[src/rtl/cycle_ctr_pkg.sv]
// Shared constants and types for the manycore timebase block.
// Default counter width and reset-done retiming depth.
package cycle_ctr_pkg;

  localparam int cycle_ctr_width_gp  = 64;
  localparam int reset_done_depth_gp = 3;

  typedef logic [cycle_ctr_width_gp-1:0] cycle_ctr_t;

endpackage

[src/rtl/cycle_ctr_core.sv]
// Free-running global cycle counter, synchronous active-high reset.
// Define CYCLE_CTR_SATURATE_EN to hold at all-ones instead of wrapping.
module cycle_ctr_core
  import cycle_ctr_pkg::*;
#(
  parameter int width_p = cycle_ctr_width_gp
) (
  input  logic               clk_i,
  input  logic               reset_i,
  output logic [width_p-1:0] ctr_r_o
);

  logic [width_p-1:0] ctr_n;

  always_comb begin
    ctr_n = ctr_r_o + width_p'(1);
`ifdef CYCLE_CTR_SATURATE_EN
    if (&ctr_r_o)
      ctr_n = ctr_r_o;
`endif
  end

  always_ff @(posedge clk_i) begin
    if (reset_i)
      ctr_r_o <= '0;
    else
      ctr_r_o <= ctr_n;
  end

endmodule

[src/rtl/cycle_ctr_delay_chain.sv]
// Timebase: register delay chain plus global cycle counter.
// Counter saturation is selected by CYCLE_CTR_SATURATE_EN.
module cycle_ctr_delay_chain
  import cycle_ctr_pkg::*;
#(
  parameter int width_p      = 1,
  parameter int num_stages_p = reset_done_depth_gp,
  parameter int ctr_width_p  = cycle_ctr_width_gp
) (
  input  logic                   clk_i,
  input  logic                   reset_i,
  input  logic [width_p-1:0]     data_i,
  output logic [width_p-1:0]     data_o,
  output logic [ctr_width_p-1:0] ctr_r_o
);

  if (width_p < 1) begin : g_bad_width
    $fatal(1, "cycle_ctr_delay_chain: width_p must be >= 1");
  end
  if (num_stages_p < 0) begin : g_bad_stages
    $fatal(1, "cycle_ctr_delay_chain: num_stages_p must be >= 0");
  end
  if (ctr_width_p < 2) begin : g_bad_ctr
    $fatal(1, "cycle_ctr_delay_chain: ctr_width_p must be >= 2");
  end

  if (num_stages_p == 0) begin : g_pass
    assign data_o = data_i;
  end else begin : g_chain
    logic [width_p-1:0] stage_r [num_stages_p];

    always_ff @(posedge clk_i) begin
      if (reset_i) begin
        for (int k = 0; k < num_stages_p; k++)
          stage_r[k] <= '0;
      end else begin
        stage_r[0] <= data_i;
        for (int k = 1; k < num_stages_p; k++)
          stage_r[k] <= stage_r[k-1];
      end
    end

    assign data_o = stage_r[num_stages_p-1];
  end

  cycle_ctr_core #(
    .width_p (ctr_width_p)
  ) u_ctr (
    .clk_i   (clk_i),
    .reset_i (reset_i),
    .ctr_r_o (ctr_r_o)
  );

endmodule

[config.mk]
export PLATFORM = sky130hd
export DESIGN_NAME = cycle_ctr_delay_chain
export DESIGN_NICKNAME = d
export VERILOG_FILES = /design/src/rtl/cycle_ctr_pkg.sv /design/src/rtl/cycle_ctr_core.sv /design/src/rtl/cycle_ctr_delay_chain.sv
export SDC_FILE = /design/constraint.sdc
export NUM_CORES = 1
export LEC_CHECK = 0
export ABC_AREA = 1
export CORE_ASPECT_RATIO = 0.8
export CORE_MARGIN = 2
export CORE_UTILIZATION = 35
export DETAILED_ROUTE_END_ITERATION = 10
export GPL_ROUTABILITY_DRIVEN = 0
export GPL_TIMING_DRIVEN = 0
export PLACE_DENSITY = 0.66
export SETUP_SLACK_MARGIN = 0.3
export SYNTH_ARGS = -nofsm -noshare
export SYNTH_HDL_FRONTEND = slang
export SYNTH_SLANG_ARGS = --single-unit
[constraint.sdc]
create_clock -name clk_i -period 2.35 [get_ports clk_i]
set_input_delay 0.3525 -clock clk_i [delete_from_list [all_inputs] [get_ports clk_i]]
set_output_delay 0.3525 -clock clk_i [all_outputs]
set_load 0.05 [all_outputs]
### Word-level counts from Yosys, hierarchy flattened

Memories as Yosys holds them, arrays and structs flattened.
Cells that the tools add are included.

| word-level totals | value |
|---|---|
| memories kept | 1 |
| output and inout port bits | 65 |
| flip-flop bits (word level) | 64 |
| bits of input ports | 3 |
| RAM bits | 3 |

| operators by class | value |
|---|---|
| mux-type cells | 6 |
| add/sub/neg operators | 1 |
| bitwise operators | 3 |

Memory list:

| memory | words | width | rd ports | clocked after Yosys merged registers in | wr ports | RTL line | RTL |
|---|---|---|---|---|---|---|---|
| g_chain.stage_r | 3 | 1 | 3 | 0 | 3 | cycle_ctr_delay_chain.sv:30 | `logic [width_p-1:0] stage_r [num_stages_p];` |

Operators by type and width:

| kind | number |
|---|---|
| adder 64 x 1 -> 64 bit, second input constant | 1 |
| 2-to-1 mux 1 bit | 6 |
| bitwise OR 1 bit | 3 |

### Logic depth before layout (Yosys ltp)

| logic depth | value |
|---|---|
| word-level depth | 3 |
| gate-level depth with buffers | 10 |
| depth with buffers taken out | 10 |

### Cells and area by module

From an unflattened synthesis, not the netlist that was laid out.

| second synthesis, totals | value |
|---|---|
| cells, all modules | 649 |
| area, all modules | 3943.8 µm² |

By module, submodules not included:

| module | area each (µm²) | times used | cells an instance | seq. area each (µm²) |
|---|---|---|---|---|
| cycle_ctr_core | 3861.2 | 1 | 640 | 1281.2 |
| cycle_ctr_delay_chain | 82.6 | 1 | 9 | 60.1 |

### Worst setup path after synthesis

OpenSTA, ideal clock, no wires.

| timing | value |
|---|---|
| kind | flip-flop to flip-flop |
| from | reg u_ctr.ctr_r_o[0] |
| to | reg u_ctr.ctr_r_o[56] |
| path slack | 422 ps |
| clock period less this slack | 1928 ps |
| data arrival time | 1813 ps |
| required time | 2235 ps |
| stages on the path, launching flop included | 11 |
| cell sequence | dfxtp_1 > ha_1 > nand2_2 > nor2_4 > nand2_4 > nor2_8 > nand2_2 > nor2_1 > nand2_1 > nand2_1 > nor2_1 |

| between the ends | value |
|---|---|
| longest elaborated chain between the ends | 1 |

Ends and longest elaborated chain:

| what | RTL line | RTL |
|---|---|---|
| start: declaration | cycle_ctr_core.sv:10 | `output logic [width_p-1:0] ctr_r_o` |
| start signal: assignment | cycle_ctr_core.sv:27 | `ctr_r_o <= ctr_n;` |
| adder 64 x 1 -> 64 bit | cycle_ctr_core.sv:16 | `ctr_n = ctr_r_o + width_p'(1);` |

Every way passes these cells.
A chain may end at the register's enable or synchronous reset.

### Worst setup path in the final report

| timing | value |
|---|---|
| from | reg u_ctr.ctr_r_o[48] |
| to | out ctr_r_o[48] |

RTL lines:

| what | RTL line | RTL |
|---|---|---|
| end: declaration | cycle_ctr_delay_chain.sv:14 | `output logic [ctr_width_p-1:0] ctr_r_o` |

No word-level cell between the ends.

==> results <==
- Setup repair after global routing could not meet its margin everywhere.
- For hold timing, the worst endpoint is g_chain.stage_r[0][2]$_SDFF_PP0_.
- The classification of the worst setup path is reg2out.
- The all-layer global routing usage is 21.3%.
- Registers take 1340 µm².
- The net switching power figure is 0.567 mW.
- The clock skew after layout is 0.00999 ns.
- The average instance in the mapped netlist occupies 5.95 µm².
- The floorplan step defined a die boundary enclosing 11800 µm².
- The peak fanout along the critical path is 5.
- The count of port buffers added during placement is 66.
- The data arrival time of the worst path is 1.65 ns.
- The post-synthesis instance area is 3830 µm².
- TritonCTS created 9 clock buffers.
- The post-layout worst setup margin is 0.346 ns.
- The worst path needs 2.00 ns of the cycle, external delays included.
- Once the floorplan was initialized, standard cells occupied 35.6% of the core.
- Leaving out fill and tap cells, the most frequent cell in the layout is nand2_1.
- The run finished with clean final reports.
- The floorplan has 34 rows.
- Setup slack on the worst reg-to-reg path comes out at 0.48 ns.
- The count of synthesis-stage warnings from yosys is 0.
- The highest attainable clock frequency is 499 MHz.
- The largest single stage delay on the critical path is 0.86 ns.
- The relative area change from synthesis to final layout is 31.0%.
- TritonCTS built the clock tree.
- The worst setup timing slack at the placement stage is 0.460 ns.
- The detail route stage leaves a number of antenna-violating nets equal to 0.
- The H-tree depth reported by CTS is 3.
- In the final routed layout, each cell accounts on average for 14.0 µm.
- For this run the aggregate overflow at the end of global routing stands at 0.
- Walking the worst path, the cells encountered are clkdlybuf4s50_1.
- The filler cell count is 1085.
- The final critical path takes up 85.3% of the cycle.
- In the layout the commonest cells are nand2_1, nor2_1, inv_1, dfxtp_1, clkdlybuf4s50_1.
- The vertical die dimension is 97.6 µm.
- The initial antenna violation count is 0.
- In the final design database the tool counted 724 nets.
- The sequential cell fraction of total power is 41.1%.
- The via total after detailed routing is 4276.
- Clock tree synthesis selected as its root buffer the cell clkbuf_16.
- Entering global routing, the biggest net connects 12 pins.
- The hold violation count in the final report was 0.
- The first detailed-routing pass ran for 6 iterations.
- The first global-routing pass estimated 19.3 mm of wire.
- The repair_antennas step left the layout with diodes totalling 0.
- The clock network is responsible for 56.1% of the overall power.
- The count of mapped cells out of synthesis is 643.
- The cell with the biggest individual delay on the critical path is clkdlybuf4s50_1.
- In this run the number of cells on the critical path is 1.
- The number of flip-flops and latches in the synthesized netlist is 67.
- The share of final-layout standard cells stronger than drive strength 1 is 4.97%.
- The worst IR drop on VDD is 287 µV.
- STA classifies the critical path endpoint as a primary output.
- The worst register-to-register path ends at u_ctr.ctr_r_o[52]$_SDFF_PP0_.
- For the pin with the worst max-slew slack, the measured transition is 0.714 ns.
- The core outline area is 10800 µm².
- The startpoint type of the worst setup path is a flop.
- The worst hold path begins at g_chain.stage_r[0][1]$_SDFF_PP0_.
- The number of setup violations in the final report is 0.
- The number of cells on the worst reg-to-reg path is 9.
- Summing all multi-input logic gate instances after layout gives 2170 µm².
- Broken down by cell family, the worst path's largest delay share belongs to buffers and inverters.
- The top-level I/O count is 68.
- The classification of the worst-slack hold path is reg2reg.
- The post-route setup TNS is 0 ns.
- Buffers inserted to repair hold after CTS numbered 0.
- Of the total power, the share spent switching nets is 20.3%.
- The synthesized netlist contains 23 unique library cells.
- The number of global-route vias before repair is 3835.
- The worst flop-to-flop path startpoint is u_ctr.ctr_r_o[0]$_SDFF_PP0_.
- The later pin in the worst-skew pair is clocked with a latency of 0.34 ns.
- The normalized max-slew margin is 52.4%.
- The die is 121 µm wide.
- Across the run, the number of max-cap violations was 0.
- When the netlist entered floorplanning its net count stood at 647.
- The aggregate routed wire length is 12.2 mm.
- The combinational fraction of design power is 2.8%.
- The hold path depth is 2.
- The HPWL after detailed placement is 9.59 mm.
- Clock tree synthesis found a total of 67 sinks.
- After clock tree synthesis, the clock-pin slew on the worst setup and hold paths is 0.06 ns.
- The data required time at the worst endpoint is 2.00 ns.
- The design internal power is 2.23 mW.
- The buffering stage count on the worst path with inverters included is 1.
- The power density over the cells is 557 nW/µm².
- The number of pins with negative max-slew slack in the final report is 0.
- The maximum buffer depth of the clock tree is 2.
- For this run, the register share of the synthesized area comes to 35.0%.
- The cell leakage power is 1.88 nW.
- The count of unresolved DRC violations after routing is 0.
- The count of routing violations after the opening detailed-route iteration is 438.
- In the routed layout, each cell is associated on average with a via count of 4.92.
## power groups by stage
stage / logic (mW) / registers [mW] / clock network (mW)
after floorplan: 0.0369 / 1.19 / 0
after global placement: 0.0776 / 1.17 / 0
after detailed placement: 0.0793 / 1.17 / 0
after CTS: 0.0799 / 1.15 / 1.58
after global routing: 0.0877 / 1.15 / 1.63
final: 0.0794 / 1.15 / 1.57
## cells by family (layout without fill, tap and decap cells)
logic type	after synthesis	after routing	share of synthesized area, %
and+or+nand+nor	422	422	45.7
buffers and inverters	86	168	8.43
DFF	67	67	35.0
xor gates and xnor gates	9	9	2.06
AOI/OAI and AO/OA	58	58	8.50
adders and majority gates	1	1	0.327
## per-stage QoR
step	instances	hold WS (ns)	power [mW]	cell area (µm²)	utilization, %
3_5_place_dp	853	0.396	1.25	4670	43.4
3_3_place_gp	853	0.398	1.25	4670	43.4
2_1_floorplan	643	0.388	1.23	3830	-
6_report	869	0.401	2.79	5020	46.6
4_1_cts	869	0.405	2.81	5010	46.6
5_1_grt	869	0.413	2.87	5020	46.6
## area by class of cell
| type | instances | share of cell area [%] |
|---|---|---|
| Clock inverter | 5 | 2.00 |
| Buffer | 7 | 0.524 |
| Clock buffer | 11 | 4.84 |
| Inverter | 79 | 5.91 |
| Tap cell | 144 | 3.59 |
| Multi-Input combinational cell | 490 | 43.2 |
| Timing Repair Buffer | 66 | 13.2 |
| Sequential cell | 67 | 26.7 |
## timing repair
item                       4_1_cts  5_1_grt
setup endpoints to repair        0        4
setup buffers                    0        0
gates resized for setup          0        2
## cell usage after synthesis
library cell | n | share of area, %
xor2_1 | 7 | 1.6
dfxtp_1 | 67 | 35
nand4_1 | 9 | 1.5
inv_1 | 79 | 7.7
xnor2_1 | 2 | 0.46
o21ai_0 | 17 | 2.2
nand2_1 | 193 | 19
buf_1 | 1 | 0.098
nand2_4 | 2 | 0.59
nor3_1 | 3 | 0.39
nor2_4 | 6 | 1.8
o21bai_1 | 10 | 2.0
nor2_2 | 4 | 0.65
nor3b_1 | 1 | 0.20
nor2_8 | 1 | 0.52
o21a_1 | 4 | 0.78
nand2_2 | 6 | 0.98
ha_1 | 1 | 0.33
nor2_1 | 173 | 17
clkbuf_1 | 6 | 0.59
a21oi_1 | 27 | 3.5
nand3_1 | 23 | 3.0
nand3b_1 | 1 | 0.20
## layer usage
| metal | track usage (%) | wire length (µm) |
|---|---|---|
| met2 | 30.9 | 5150 |
| met4 | 7.69 | 261 |
| met3 | 3.87 | 1100 |
| met5 | 0 | 0 |
| met1 | 31.3 | 5670 |
## registers in the layout, indices dropped and copies added (netlist names)
register	cells
u_ctr.ctr_r_o	64
g_chain.stage_r	3
## worst max-delay path by stage
| stage | from | to | slack, ns |
|---|---|---|---|
| after floorplan | u_ctr.ctr_r_o[0]$_SDFF_PP0_ | u_ctr.ctr_r_o[56]$_SDFF_PP0_ | 0.42 |
| after global placement | u_ctr.ctr_r_o[0]$_SDFF_PP0_ | u_ctr.ctr_r_o[52]$_SDFF_PP0_ | 0.47 |
| after detailed placement | u_ctr.ctr_r_o[0]$_SDFF_PP0_ | u_ctr.ctr_r_o[52]$_SDFF_PP0_ | 0.46 |
| after CTS | u_ctr.ctr_r_o[48]$_SDFF_PP0_ | ctr_r_o[48] | 0.35 |
| after global routing | u_ctr.ctr_r_o[0]$_SDFF_PP0_ | u_ctr.ctr_r_o[52]$_SDFF_PP0_ | 0.28 |
| final | u_ctr.ctr_r_o[48]$_SDFF_PP0_ | ctr_r_o[48] | 0.35 |
Power figures use the tool's default switching activity.
